### config.mk
export PLATFORM = sky130hd
export DESIGN_NAME = wdata_chan_rcvr
export DESIGN_NICKNAME = d
export VERILOG_FILES = /design/src/rtl/wdata_chan_rcvr_pkg.sv /design/src/rtl/wbeat_assembler.sv /design/src/rtl/wdata_chan_rcvr.sv
export SDC_FILE = /design/constraint.sdc
export NUM_CORES = 1
export LEC_CHECK = 0
export CAP_MARGIN = 20
export CORE_MARGIN = 8
export CORE_UTILIZATION = 62
export DETAILED_ROUTE_END_ITERATION = 8
export DONT_BUFFER_PORTS = 1
export GPL_ROUTABILITY_DRIVEN = 0
export GPL_TIMING_DRIVEN = 0
export PLACE_DENSITY = 0.89
export SYNTH_ARGS = -nofsm -noshare
export SYNTH_HDL_FRONTEND = slang
export SYNTH_SLANG_ARGS = --single-unit
### constraint.sdc
create_clock -name clk -period 2.49 [get_ports clk]
set_input_delay 0.249 -clock clk [delete_from_list [all_inputs] [get_ports clk]]
set_output_delay 0.249 -clock clk [all_outputs]
set_load 0.005 [all_outputs]
### src/rtl/wdata_chan_rcvr_pkg.sv
// Shared types and constants for the write data channel receiver.
// State encodings, B-channel response codes and burst length.
package wdata_chan_rcvr_pkg;

  localparam int BURST_LEN = 4;

  typedef enum logic [1:0] {
    IDLE  = 2'b00,
    RECV  = 2'b01,
    WRITE = 2'b10,
    RESP  = 2'b11
  } state_t;

  localparam logic [1:0] BRESP_OKAY   = 2'b00;
  localparam logic [1:0] BRESP_SLVERR = 2'b10;

endpackage

### src/rtl/wbeat_assembler.sv
// Beat counter and lane packer for a 4 x 32-bit write burst.
// Flags burst end and early/missing wlast errors.
module wbeat_assembler (
  input  logic         clk,
  input  logic         rst_n,
  input  logic         clear,
  input  logic         beat_en,
  input  logic [31:0]  wdata,
  input  logic         wlast,
  output logic [127:0] wbuf,
  output logic         burst_end,
  output logic         err
);

  logic [1:0] cnt;
  logic       err_q;
  logic       cnt3;
  logic       err_now;

  assign cnt3      = (cnt == 2'd3);
  assign burst_end = beat_en & (cnt3 | wlast);
  // wlast must coincide with the fourth beat exactly
  assign err_now   = beat_en & (cnt3 ^ wlast);
  assign err       = err_q | err_now;

  always_ff @(posedge clk or negedge rst_n) begin
    if (!rst_n) begin
      cnt   <= '0;
      err_q <= 1'b0;
      wbuf  <= '0;
    end else if (clear) begin
      cnt   <= '0;
      err_q <= 1'b0;
    end else if (beat_en) begin
      wbuf[{cnt, 5'b0} +: 32] <= wdata;
      cnt <= cnt + 2'd1;
      if (err_now) err_q <= 1'b1;
    end
  end

endmodule

### src/rtl/wdata_chan_rcvr.sv
// Slave-side write data receiver: collects a 4-beat burst,
// issues one 128-bit memory write, then returns a B response.
module wdata_chan_rcvr #(
  parameter int BURST_LEN = 4,
  parameter int ID_W      = 4
) (
  input  logic            clk,
  input  logic            rst_n,
  input  logic            aw_rq,
  input  logic [ID_W-1:0] aw_id,
  input  logic [31:0]     aw_addr,
  output logic            aw_busy,
  input  logic            wvalid,
  output logic            wready,
  input  logic [31:0]     wdata,
  input  logic            wlast,
  output logic            bvalid,
  input  logic            bready,
  output logic [ID_W-1:0] bid,
  output logic [1:0]      bresp,
  output logic            mem_we,
  output logic [31:0]     mem_addr,
  output logic [127:0]    mem_wdata
);

  import wdata_chan_rcvr_pkg::*;

  if (BURST_LEN != wdata_chan_rcvr_pkg::BURST_LEN) begin : g_bad_cfg
    $error("wdata_chan_rcvr: only BURST_LEN=4 is supported");
  end

  state_t          state;
  state_t          state_nxt;
  logic [ID_W-1:0] id_q;
  logic [31:0]     addr_q;
  logic            accept;
  logic            beat_en;
  logic            burst_end;
  logic            err;
  logic [127:0]    wbuf;

  assign wready  = (state == RECV);
  assign mem_we  = (state == WRITE);
  assign bvalid  = (state == RESP);
  assign aw_busy = ~((state == IDLE) | ((state == RESP) & bready));
  assign accept  = aw_rq & ~aw_busy;
  assign beat_en = wvalid & wready;

  assign bid       = id_q;
  assign bresp     = (bvalid & err) ? BRESP_SLVERR : BRESP_OKAY;
  assign mem_addr  = addr_q;
  assign mem_wdata = wbuf;

  wbeat_assembler u_asm (
    .clk       (clk),
    .rst_n     (rst_n),
    .clear     (accept),
    .beat_en   (beat_en),
    .wdata     (wdata),
    .wlast     (wlast),
    .wbuf      (wbuf),
    .burst_end (burst_end),
    .err       (err)
  );

  always_ff @(posedge clk or negedge rst_n) begin
    if (!rst_n) begin
      state  <= IDLE;
      id_q   <= '0;
      addr_q <= '0;
    end else begin
      state <= state_nxt;
      if (accept) begin
        id_q   <= aw_id;
        addr_q <= aw_addr;
      end
    end
  end

  always_comb begin
    state_nxt = state;
    unique case (state)
      IDLE:  if (aw_rq) state_nxt = RECV;
      RECV:  if (burst_end) state_nxt = err ? RESP : WRITE;
      WRITE: state_nxt = RESP;
      RESP:  if (bready) state_nxt = aw_rq ? RECV : IDLE;
    endcase
  end

endmodule

==> metrics.md, run 1 <==
| Metric | Value |
|---|---|
| Count of synthesis-stage warnings from yosys | 0 |
| Delay contributed by the slowest stage of the critical path | 0.62 ns |
| Post-synthesis average cell area | 15.3 um^2 |
| Worst Clk Skew | 0.00689 ns |
| Sequential-to-total area share from yosys stat | 66.1% |
| Synth Register Bits | 169 |
| Library cell used as clock root buffer | sky130_fd_sc_hd__clkbuf_8 |
| Latest clock arrival within the worst-skew pair | 0.52 ns |
| First-pass GRT wire length | 29700 um |
| Type of destination of the critical path | flop |
| Overall die area | 13800 um^2 |
| Vias in the first global route | 4599 |
| Via count normalized by instance count | 6.57 |
| Routed via count | 4304 |
| Worst-path fanout max | 10 |
| Violations in the final reports | hold timing |
| Final critical path time including I/O delays and setup | 2.23 ns |
| Ratio of cells with drive above 1 in the final layout | 20.2% |
| PD cells | 1130 nW/um^2 |
| Normalized max-slew margin | 59.7% |
| Result of the run | finished with violations |
| Unique cell type count in the Yosys netlist | 30 |
| Post-synth EDFFs | 0 |
| Row cnt | 37 |
| Maximum ir drop on the vdd rail | 0.628 mV |
| Standard cell core area | 10200 um^2 |
| Dominant register cell in the synthesized netlist | sky130_fd_sc_hd__dfrtp_1 |
| Die height | 118 um |
| Port buffer count | 0 |
| Worst-path clk slew | 0.07 ns |
| RSZ-0062 raised after global routing | no |
| Number of cells produced by synthesis | 419 |
| First-pass iteration count of the detailed router | 5 |
| Worst Path Required | 2.95 ns |
| Number of primary I/O pins | 244 |
| Post-detailed-route DRC marker count | 0 |
| Routed WL per cell | 28.9 um |
| Post-CTS repair timing setup buffer count | 0 |
| Post-Syn Area | 6400 um^2 |
| DRT iter0 DRCs | 397 |
| Slew Viols, Final | 0 |
| Critical path data arrival time | 2.69 ns |
| Worst Reg2Reg Path Length in Cells | 6 |
| Type of the worst setup path | flop to flop |
| Critical path launch point type | flop |
| Relative area change from synthesis to final layout | 22.6% |
| Total CTS buffers | 17 |
| Crit Reg-Reg Endpoint | u_asm.wbuf[109]$_DFFE_PN0P_ |
| Worst-case hold slack | -0.581 ns |
| Overflow left after global routing | 0 |
| Total Routed Length | 18900 um |
| DP Wirelength | 12200 um |
| Tot GR Track Use | 27.7% |
| Setup TNS after final layout | 0 ns |
| Final worst path period share | 89.5% |
| Antenna diodes | 0 |
| Min-delay worst type | input port to async pin |
| Antenna violations before repair | 0 |
| Bufs on Longest Clock Path | 2 |
| Synth async-reset ratio | 100% |
| Number of nets in the synthesized netlist | 505 |
| Setup slack, reg-to-reg | 0.26 ns |
| Maximum clock frequency | 449 MHz |
| Source of the worst register-to-register timing path | u_asm.cnt[0]$_DFFE_PN0P_ |
| Series of cell instances along the critical path | inv_1 -> ha_1 -> nand3b_2 -> a2111oi_4 -> buf_6 -> a22o_1 |
| CTS Hold Bufs | 68 |
| Number of max-capacitance violations reported | 0 |
| Count of endpoints failing setup in the final report | 0 |
| Worst-path cell with the longest stage delay | sky130_fd_sc_hd__a2111oi_4 |
| Number of nets with antenna violations after routing | 0 |
| Pin count of the biggest net entering global routing | 170 |
| Post-cts resize count | 0 |
| Max H-tree Level | 4 |
| Initial Util | 62.8% |
| Slew at the pin closest to its max-slew limit | 0.604 ns |
| Horizontal extent of the die | 118 um |
| CTS tree | done |
| Post-layout nets | 592 |
| Final hold vios | 169 |
| Leakage power figure | 3.72 nW |
| Final Total Pwr | 0.00890 W |
| TritonCTS Sinks | 169 |
## kinds of logic (layout without fill, tap and decap cells)
logic type	after synthesis	count (layout)	share of synthesized area, %
other	1	1	0.0586
buffers and inverters	40	140	3.26
xor gates and xnor gates	1	1	0.137
muxes	37	37	6.51
and+or+nand+nor	16	16	1.49
adders and majority gates	12	12	2.35
AOI/OAI and AO/OA	143	143	20.1
DFF	169	169	66.1
## layout by cell type (no fill, tap or decap), types with 2 or more instances in the layout
master and instances:
sky130_fd_sc_hd__clkbuf_16 16, sky130_fd_sc_hd__nor2b_1 2, sky130_fd_sc_hd__a22o_1 128, sky130_fd_sc_hd__dfrtp_1 169, sky130_fd_sc_hd__bufinv_16 2, sky130_fd_sc_hd__nand2_1 4, sky130_fd_sc_hd__inv_6 2, sky130_fd_sc_hd__inv_1 8
sky130_fd_sc_hd__o2111ai_1 3, sky130_fd_sc_hd__buf_6 3, sky130_fd_sc_hd__clkinvlp_4 2, sky130_fd_sc_hd__clkinv_4 3, sky130_fd_sc_hd__clkbuf_1 3, sky130_fd_sc_hd__buf_4 2, sky130_fd_sc_hd__dlygate4sd3_1 68, sky130_fd_sc_hd__mux2_2 37
sky130_fd_sc_hd__nor2_1 3, sky130_fd_sc_hd__clkinv_2 2, sky130_fd_sc_hd__nand4bb_1 2, sky130_fd_sc_hd__nand3_1 2, sky130_fd_sc_hd__clkbuf_8 4, sky130_fd_sc_hd__ha_1 12, sky130_fd_sc_hd__a211oi_2 3, sky130_fd_sc_hd__buf_2 23
sky130_fd_sc_hd__nand2b_1 2
## through the flow
step / util [%] / std cells / worst slack, ns / cell area, um^2 / hold slack [ns]
floorplan: - / 419 / 0.650 / 6400 / -0.0466
global placement: 64.5 / 555 / 0.353 / 6570 / -0.0411
detailed placement: 64.5 / 555 / 0.296 / 6570 / -0.0415
CTS: 77.0 / 655 / 0.270 / 7850 / -0.596
global route: 77.0 / 655 / 0.110 / 7850 / -0.599
finish: 77.0 / 655 / 0.261 / 7850 / -0.581
## synth_stat cells (2+ instances only)
library cell / count / area [um^2]
sky130_fd_sc_hd__a211oi_2: 3 / 37.5
sky130_fd_sc_hd__a22o_1: 128 / 1120
sky130_fd_sc_hd__buf_2: 23 / 115
sky130_fd_sc_hd__buf_4: 2 / 15.0
sky130_fd_sc_hd__buf_6: 3 / 33.8
sky130_fd_sc_hd__clkbuf_1: 3 / 11.3
sky130_fd_sc_hd__dfrtp_1: 169 / 4230
sky130_fd_sc_hd__ha_1: 12 / 150
sky130_fd_sc_hd__inv_1: 8 / 30.0
sky130_fd_sc_hd__mux2_2: 37 / 417
sky130_fd_sc_hd__nand2_1: 4 / 15.0
sky130_fd_sc_hd__nand2b_1: 2 / 12.5
sky130_fd_sc_hd__nand3_1: 2 / 10.0
sky130_fd_sc_hd__nand4bb_1: 2 / 22.5
sky130_fd_sc_hd__nor2_1: 3 / 11.3
sky130_fd_sc_hd__nor2b_1: 2 / 12.5
sky130_fd_sc_hd__o2111ai_1: 3 / 26.3
## area by class of cell
| cell class | instances | area (um^2) |
|---|---|---|
| sequential | 169 | 4230 |
| fill | 551 | 2340 |
| multi-input combinational | 210 | 1960 |
| timing repair buffer | 68 | 681 |
| clock buffer | 20 | 455 |
| buffer | 31 | 175 |
| tap | 136 | 170 |
| clock inverter | 12 | 140 |
| inverter | 9 | 33.8 |
## metal layers
layer  wire, um  vias up  track usage, %  share of wire (%)
li1           -     1763               -                  -
met5          0        -               0                  0
met4        388        0            8.33                2.0
met1       6960     2229            31.7                 37
met3       2050       35            11.4                 11
met2       9540      277            46.7                 50
## state kept, by name, indices dropped and copies added, names as in the netlist
| register | cells |
|---|---|
| u_asm.wbuf | 128 |
| mem_addr | 32 |
| bid | 4 |
| state | 2 |
| u_asm.cnt | 2 |
| u_asm.err_q | 1 |
## worst max-delay path, delay by kind of cell (launching register included)
kind,cells,cell delay (ns)
AO/OA/AOI/OAI,2,0.78
adder cells (fa/ha/maj),1,0.26
buffers and inverters,2,0.38
AND/OR/NAND/NOR,1,0.26
flip-flops,1,0.48
## power breakdown
group          internal [W]  switching, W  leakage [nW]
Sequential          0.00360      0.000875          2.25
Combinational      0.000991      0.000825          1.18
Clock               0.00152       0.00109         0.290
Total               0.00611       0.00279          3.72
## worst max-delay path by stage
stage	end	from	depth (start not counted)	slack, ns
4_1_cts	u_asm.wbuf[103]$_DFFE_PN0P_	u_asm.cnt[0]$_DFFE_PN0P_	6	0.27
3_5_place_dp	u_asm.wbuf[115]$_DFFE_PN0P_	u_asm.cnt[0]$_DFFE_PN0P_	6	0.30
6_report	u_asm.wbuf[109]$_DFFE_PN0P_	u_asm.cnt[0]$_DFFE_PN0P_	6	0.26
2_1_floorplan	bid[0]$_DFFE_PN0N_	state[0]$_DFFE_PN0P_	5	0.65
3_3_place_gp	mem_addr[18]$_DFFE_PN0N_	state[0]$_DFFE_PN0P_	5	0.35
5_1_grt	u_asm.wbuf[79]$_DFFE_PN0P_	u_asm.cnt[0]$_DFFE_PN0P_	6	0.11
Note: power is estimated with default switching activity, not from simulation.
==> inputs of run 2 (changes only) <==
CORE_ASPECT_RATIO = 0.6   (was default)
CTS_BUF_LIST = sky130_fd_sc_hd__clkbuf_4 sky130_fd_sc_hd__clkbuf_8 sky130_fd_sc_hd__clkbuf_16   (was default)
==> run 2 against run 1 <==
The flow still finishes with violations (hold timing). Critical path depth unchanged. Clock skew up 0.0048 ns. Final cell count increased by 0.15%. Combinational power about the same. Via count rose by 3.7%. Non-clock buffer count up 2. Largest power group unchanged. Highest routed layer unchanged. Sequential cell count did not move. Routed wire length rose by 6.4%.
==> metrics.md, run 2 (synthesis gave the netlist of run 1 again) <==
| Metric | Value |
|---|---|
| Worst-path clk slew | 0.07 ns (about the same) |
| Worst-path cell with the longest stage delay | sky130_fd_sc_hd__dfrtp_1 (was sky130_fd_sc_hd__a2111oi_4) |
| DRT iter0 DRCs | 325 (was 397) |
| Final setup slack of the worst path | 0.230 ns (was 0.261 ns) |
| Final worst path period share | 90.7% (was 89.5%) |
| Row cnt | 28 (was 37) |
| P_sw | 0.00298 W (was 0.00279 W) |
| Slew Viols, Final | 0 (unchanged) |
| Family with the most delay on the worst path | compound AO/OA/AOI/OAI gates (unchanged) |
| Post-cts resize count | 0 (unchanged) |
| Pin count of the biggest net entering global routing | 170 (unchanged) |
| Latest clock arrival within the worst-skew pair | 0.42 ns (was 0.52 ns) |
| Total Routed Length | 20100 um (was 18900 um) |
| Vias in the first global route | 4647 (was 4599) |
| Cell-internal power | 0.00605 W (was 0.00611 W) |
| Worst-case hold slack | -0.472 ns (was -0.581 ns) |
| Via count normalized by instance count | 6.80 (was 6.57) |
| Comb pwr share | 20.2% (was 20.4%) |
| Standard cell core area | 9950 um^2 (was 10200 um^2) |
| Critical path launch point type | flop (unchanged) |
| CTS tree | done (unchanged) |
| Series of cell instances along the critical path | inv_1 -> ha_1 -> nand4bb_1 -> a211oi_2 -> buf_2 -> a22o_1 (was inv_1 -> ha_1 -> nand3b_2 -> a2111oi_4 -> buf_6 -> a22o_1) |
| Antenna diodes | 0 (unchanged) |
| Post-detailed-route DRC marker count | 0 (unchanged) |
| Routed via count | 4462 (was 4304) |
| Flip-flop count of the largest register, all copies and words added | 128 (unchanged) |
| Total CTS buffers | 17 (unchanged) |
| Library cell used as clock root buffer | sky130_fd_sc_hd__clkbuf_16 (was sky130_fd_sc_hd__clkbuf_8) |
| Buffers & Inverters on Critical Path | 2 (unchanged) |
| Normalized max-slew margin | 58.1% (was 59.7%) |
| Horizontal extent of the die | 147 um (was 118 um) |
| Worst Path Required | 2.83 ns (was 2.95 ns) |
| Relative area change from synthesis to final layout | 23.4% (was 22.6%) |
| Ratio of cells with drive above 1 in the final layout | 20.2% (about the same) |
| Final hold vios | 169 (unchanged) |
| Share of total power consumed by net switching | 33.0% (was 31.4%) |
| Delay contributed by the slowest stage of the critical path | 0.47 ns (was 0.62 ns) |
| Dpl ws | 0.292 ns (was 0.296 ns) |
| Post-route design area | 7900 um^2 (was 7850 um^2) |
| Port buffer count | 0 (unchanged) |
| Overflow left after global routing | 0 (unchanged) |
| Multi-input gate area in the final layout | 1960 um^2 (unchanged) |
| Critical path data arrival time | 2.60 ns (was 2.69 ns) |
| RSZ-0062 raised after global routing | no (unchanged) |
| Tot GR Track Use | 29.1% (was 27.7%) |
| Maximum clock frequency | 443 MHz (was 449 MHz) |
| Number of filler cells placed in the layout | 562 (was 551) |
| Die height | 94.7 um (was 118 um) |
| Routed WL per cell | 30.7 um (was 28.9 um) |
| Type of destination of the critical path | flop (unchanged) |
| Leakage power figure | 3.74 nW (was 3.72 nW) |
| Slew at the pin closest to its max-slew limit | 0.628 ns (was 0.604 ns) |
| Worst Clk Skew | 0.0117 ns (was 0.00689 ns) |
| Number of nets with antenna violations after routing | 0 (unchanged) |
| Initial Util | 64.3% (was 62.8%) |
| Number of max-capacitance violations reported | 0 (unchanged) |
| Worst-path fanout max | 10 (unchanged) |
| Most common cell after layout, fill and taps aside | sky130_fd_sc_hd__dfrtp_1 (unchanged) |
| Seq pwr share | 49.6% (was 50.2%) |
| Share of total power in the clock network | 30.1% (was 29.4%) |
| Min-delay worst type | input port to async pin (unchanged) |
| Max H-tree Level | 4 (unchanged) |
| Reg area | 4230 um^2 (unchanged) |
| Count of endpoints failing setup in the final report | 0 (unchanged) |
| PD cells | 1140 nW/um^2 (was 1130 nW/um^2) |
| First-pass GRT wire length | 30600 um (was 29700 um) |
| TritonCTS Sinks | 169 (unchanged) |
| Most frequent cells in the layout | sky130_fd_sc_hd__dfrtp_1 (169), sky130_fd_sc_hd__a22o_1 (128), sky130_fd_sc_hd__dlygate4sd3_1 (70) (was sky130_fd_sc_hd__dfrtp_1 (169), sky130_fd_sc_hd__a22o_1 (128), sky130_fd_sc_hd__dlygate4sd3_1 (68)) |
| Antenna violations before repair | 0 (unchanged) |
| Placed inst area | 6570 um^2 (about the same) |
| Violations in the final reports | hold timing (unchanged) |
| Overall die area | 13900 um^2 (was 13800 um^2) |
| Maximum ir drop on the vdd rail | 0.847 mV (was 0.628 mV) |
| Post-layout nets | 594 (was 592) |
| Number of primary I/O pins | 244 (unchanged) |
| Setup TNS after final layout | 0 ns (unchanged) |
| DP Wirelength | 12700 um (was 12200 um) |
| Result of the run | finished with violations (unchanged) |
| Register ranked first by flip-flop count | u_asm.wbuf (unchanged) |
| First-pass iteration count of the detailed router | 5 (unchanged) |
| Type of the worst setup path | flop to flop (unchanged) |
| Bufs on Longest Clock Path | 2 (unchanged) |
| Final critical path time including I/O delays and setup | 2.26 ns (was 2.23 ns) |
[run 2: cell count changes in the layout (fill, tap and decap cells not counted), sizes merged]
| cell | previous run | this run |
|---|---|---|
| bufinv | 2 | 1 |
| clkinvlp | 2 | 1 |
| inv | 12 | 17 |
| clkbuf | 23 | 20 |
| dlygate4sd3 | 68 | 70 |
[run 2: path summary, 6_finish.rpt]
path,start,to,slack [ns],cells past startpoint
setup reg to reg,u_asm.cnt[0]$_DFFE_PN0P_,u_asm.wbuf[18]$_DFFE_PN0P_,0.23,6
max in group asynchronous,rst_n,u_asm.wbuf[60]$_DFFE_PN0P_,2.68,0
hold reg to reg,u_asm.wbuf[41]$_DFFE_PN0P_,u_asm.wbuf[41]$_DFFE_PN0P_,0.54,1
setup / recovery,u_asm.cnt[0]$_DFFE_PN0P_,u_asm.wbuf[18]$_DFFE_PN0P_,0.23,6
hold / removal,rst_n,state[1]$_DFFE_PN0P_,-0.47,0
min in group clk,wdata[18],u_asm.wbuf[18]$_DFFE_PN0P_,0.02,1
[run 2: final cells by class]
| type | instances | area share (%) |
|---|---|---|
| clock buffer | 17 | 5.39 |
| sequential | 169 | 53.6 |
| multi-input combinational | 210 | 24.8 |
| buffer | 31 | 2.22 |
| timing repair buffer | 70 | 8.87 |
| clock inverter | 15 | 2.55 |
| inverter | 9 | 0.428 |
| tap | 135 | 2.14 |
[run 2: power groups by stage]
stage               Combinational (W)  Sequential (W)  Clock, W
floorplan                     0.00136         0.00414         0
global placement              0.00153         0.00444         0
detailed placement            0.00165         0.00447         0
CTS                           0.00178         0.00445   0.00274
global route                  0.00198         0.00457   0.00286
finish                        0.00183         0.00448   0.00272
[run 2: what timing repair did]
| action | CTS | global route |
|---|---|---|
| hold buffers | 69 | 1 |
| hold endpoints to repair | 329 | 170 |
| setup endpoints to repair | 0 | 0 |
| setup buffers | 0 | 0 |
[run 2: metrics by stage]
| step | total power [W] | instances | util, % | hold slack (ns) |
|---|---|---|---|---|
| final | 0.00903 | 656 | 79.4 | -0.472 |
| after global routing | 0.00941 | 656 | 79.4 | -0.495 |
| after CTS | 0.00896 | 655 | 79.3 | -0.486 |
| after detailed placement | 0.00612 | 554 | 66.0 | -0.0427 |
| after global placement | 0.00597 | 554 | 66.0 | -0.0425 |
| after floorplan | 0.00549 | 419 | - | -0.0466 |
[run 2: layer usage]
metal / track usage [%] / wire, um / vias to the layer above
met5: 0 / 0 / -
met4: 10.5 / 522 / 0
met3: 12.9 / 2610 / 52
met2: 47.5 / 9800 / 318
met1: 34.0 / 7210 / 2320
li1: - / - / 1772
==> inputs of run 3 (changes only) <==
CORE_UTILIZATION = 67   (was 62)
PLACE_DENSITY = 0.94   (was 0.89)
clock period = 2.9 ns   (was 2.49 ns; I/O delays follow)
==> run 3 against run 2 <==
The run still ends with hold timing left. Critical endpoint is now u_asm.wbuf[115]$_DFFE_PN0P_. Die area decreased by 6.4%. Worst setup slack better by 0.43 ns. Clock power decreased by 18%.
==> metrics.md, run 3 (synthesis gave the netlist of run 1 again) <==
| Metric | Value |
|---|---|
| Critical path data arrival time | 2.58 ns (was 2.60 ns) |
| Routed WL per cell | 30.8 um (was 30.7 um) |
| Critical path launch point type | flop (unchanged) |
| Routed via count | 4022 (was 4462) |
| Source of the worst register-to-register timing path | u_asm.cnt[0]$_DFFE_PN0P_ (unchanged) |
| Total Routed Length | 17800 um (was 20100 um) |
| Post-cts resize count | 0 (unchanged) |
| Post-route design area | 7150 um^2 (was 7900 um^2) |
| Horizontal extent of the die | 142 um (was 147 um) |
| Antenna violations before repair | 0 (unchanged) |
| Latest clock arrival within the worst-skew pair | 0.40 ns (was 0.42 ns) |
| Worst Path Required | 3.24 ns (was 2.83 ns) |
| Tot GR Track Use | 27.3% (was 29.1%) |
| Number of nets with antenna violations after routing | 0 (unchanged) |
| Post-detailed-route DRC marker count | 0 (unchanged) |
| CTS tree | done (unchanged) |
| Worst-path fanout max | 10 (unchanged) |
| Type of the worst setup path | flop to flop (unchanged) |
| Vias in the first global route | 4275 (was 4647) |
| Antenna diodes | 0 (unchanged) |
| Library cell used as clock root buffer | sky130_fd_sc_hd__clkbuf_16 (unchanged) |
| Overflow left after global routing | 0 (unchanged) |
| Overall die area | 13000 um^2 (was 13900 um^2) |
| Number of max-capacitance violations reported | 0 (unchanged) |
| Worst-path clk slew | 0.06 ns (was 0.07 ns) |
| DRT iter0 DRCs | 259 (was 325) |
| Pin count of the biggest net entering global routing | 170 (unchanged) |
| Final hold vios | 169 (unchanged) |
| Max H-tree Level | 4 (unchanged) |
| Leakage power figure | 3.42 nW (was 3.74 nW) |
| P_sw | 0.00229 W (was 0.00298 W) |
| Die height | 91.7 um (was 94.7 um) |
| Cell-internal power | 0.00518 W (was 0.00605 W) |
| Worst Reg2Reg Path Length in Cells | 6 (unchanged) |
| Initial Util | 69.4% (was 64.3%) |
| Worst Clk Skew | 0.00608 ns (was 0.0117 ns) |
| Slew Viols, Final | 0 (unchanged) |
| First-pass iteration count of the detailed router | 4 (was 5) |
| Port buffer count | 0 (unchanged) |
| Most frequent cells in the layout | sky130_fd_sc_hd__dfrtp_1 (169), sky130_fd_sc_hd__a22o_1 (128), sky130_fd_sc_hd__mux2_2 (37) (was sky130_fd_sc_hd__dfrtp_1 (169), sky130_fd_sc_hd__a22o_1 (128), sky130_fd_sc_hd__dlygate4sd3_1 (70)) |
| TritonCTS Sinks | 169 (unchanged) |
| Final core area utilization | 77.5% (was 79.4%) |
| Total CTS buffers | 17 (unchanged) |
| DP Wirelength | 12600 um (was 12700 um) |
| CP Capture Point | u_asm.wbuf[115]$_DFFE_PN0P_ (was u_asm.wbuf[18]$_DFFE_PN0P_) |
| Bufs on Longest Clock Path | 2 (unchanged) |
| Comb pwr share | 19.2% (was 20.2%) |
| Result of the run | finished with violations (unchanged) |
| Maximum ir drop on the vdd rail | 0.548 mV (was 0.847 mV) |
| Register ranked first by flip-flop count | u_asm.wbuf (unchanged) |
| Crit Reg-Reg Endpoint | u_asm.wbuf[115]$_DFFE_PN0P_ (was u_asm.wbuf[18]$_DFFE_PN0P_) |
| RSZ-0062 raised after global routing | no (unchanged) |
| Via count normalized by instance count | 6.95 (was 6.80) |
| Final worst path period share | 77.1% (was 90.7%) |
| Count of endpoints failing setup in the final report | 0 (unchanged) |
| Min-delay worst type | input port to async pin (unchanged) |
| Flip-flop count of the largest register, all copies and words added | 128 (unchanged) |
| Slew at the pin closest to its max-slew limit | 0.590 ns (was 0.628 ns) |
| Setup slack, reg-to-reg | 0.66 ns (was 0.23 ns) |
| Row cnt | 27 (was 28) |
| Normalized max-slew margin | 60.6% (was 58.1%) |
| PD cells | 1040 nW/um^2 (was 1140 nW/um^2) |
| Placed inst area | 6560 um^2 (was 6570 um^2) |
| Violations in the final reports | hold timing (unchanged) |
| Standard cell core area | 9220 um^2 (was 9950 um^2) |
| First-pass GRT wire length | 27200 um (was 30600 um) |
| Number of primary I/O pins | 244 (unchanged) |
| Type of destination of the critical path | flop (unchanged) |
| Relative area change from synthesis to final layout | 11.7% (was 23.4%) |
| Maximum clock frequency | 447 MHz (was 443 MHz) |
| Ratio of cells with drive above 1 in the final layout | 22.9% (was 20.2%) |
| Share of total power in the clock network | 29.8% (was 30.1%) |
| Post-layout nets | 524 (was 594) |
| Seq pwr share | 51.1% (was 49.6%) |
| Final critical path time including I/O delays and setup | 2.24 ns (was 2.26 ns) |
| Most common cell after layout, fill and taps aside | sky130_fd_sc_hd__dfrtp_1 (unchanged) |
| Setup TNS after final layout | 0 ns (unchanged) |
| Share of total power consumed by net switching | 30.6% (was 33.0%) |
| Worst-case hold slack | -0.420 ns (was -0.472 ns) |
| Critical Path Start | u_asm.cnt[0]$_DFFE_PN0P_ (unchanged) |
-- run 3: worst min path at each step --
stage          startpoint  cells past startpoint                 endpoint  slack [ns]
6_report            rst_n                      0     state[1]$_DFFE_PN0P_       -0.42
5_1_grt             rst_n                      0     state[0]$_DFFE_PN0P_       -0.44
4_1_cts             rst_n                      0  u_asm.err_q$_DFFE_PN0P_       -0.44
3_5_place_dp        rst_n                      0     state[1]$_DFFE_PN0P_      -0.002
3_3_place_gp        rst_n                      0     state[1]$_DFFE_PN0P_      -0.002
2_1_floorplan       rst_n                      0       bid[0]$_DFFE_PN0N_      -0.006
-- run 3: what timing repair did --
action	in CTS	in global routing
setup buffers	0	0
hold endpoints to repair	169	169
setup endpoints to repair	0	0
-- run 3: per-layer routing --
| metal | global-route usage [%] | vias up | share of wire [%] |
|---|---|---|---|
| met5 | 0 | - | 0 |
| met4 | 7.20 | 0 | 1.7 |
| met3 | 10.3 | 24 | 13 |
| met2 | 44.8 | 256 | 49 |
| met1 | 33.6 | 2127 | 36 |
| li1 | - | 1615 | - |
-- run 3: power by group through the flow --
stage / Combinational [W] / Clock [W] / Sequential (W)
3_5_place_dp: 0.00143 / 0 / 0.00384
2_1_floorplan: 0.00117 / 0 / 0.00355
5_1_grt: 0.00156 / 0.00234 / 0.00390
4_1_cts: 0.00143 / 0.00224 / 0.00383
6_report: 0.00143 / 0.00222 / 0.00381
3_3_place_gp: 0.00131 / 0 / 0.00380
-- run 3: cell type report --
type / instances / area, um^2
sequential: 169 / 4230
fill: 563 / 2080
multi-input combinational: 210 / 1960
clock buffer: 18 / 439
buffer: 31 / 175
tap: 130 / 163
clock inverter: 12 / 145
inverter: 9 / 33.8
-- run 3: stage by stage --
step	power (W)	std cells	worst slack (ns)
finish	0.00746	579	0.664
global route	0.00780	579	0.555
CTS	0.00750	579	0.678
detailed placement	0.00527	549	0.710
global placement	0.00512	549	0.803
floorplan	0.00472	419	1.06
-- run 3: worst max-delay path, cell delays in order (launching register included) --
cell and delay (ns):
sky130_fd_sc_hd__dfrtp_1 0.47, sky130_fd_sc_hd__inv_1 0.16, sky130_fd_sc_hd__ha_1 0.27, sky130_fd_sc_hd__nand3b_2 0.27, sky130_fd_sc_hd__a2111oi_4 0.61, sky130_fd_sc_hd__buf_6 0.24, sky130_fd_sc_hd__a22o_1 0.15
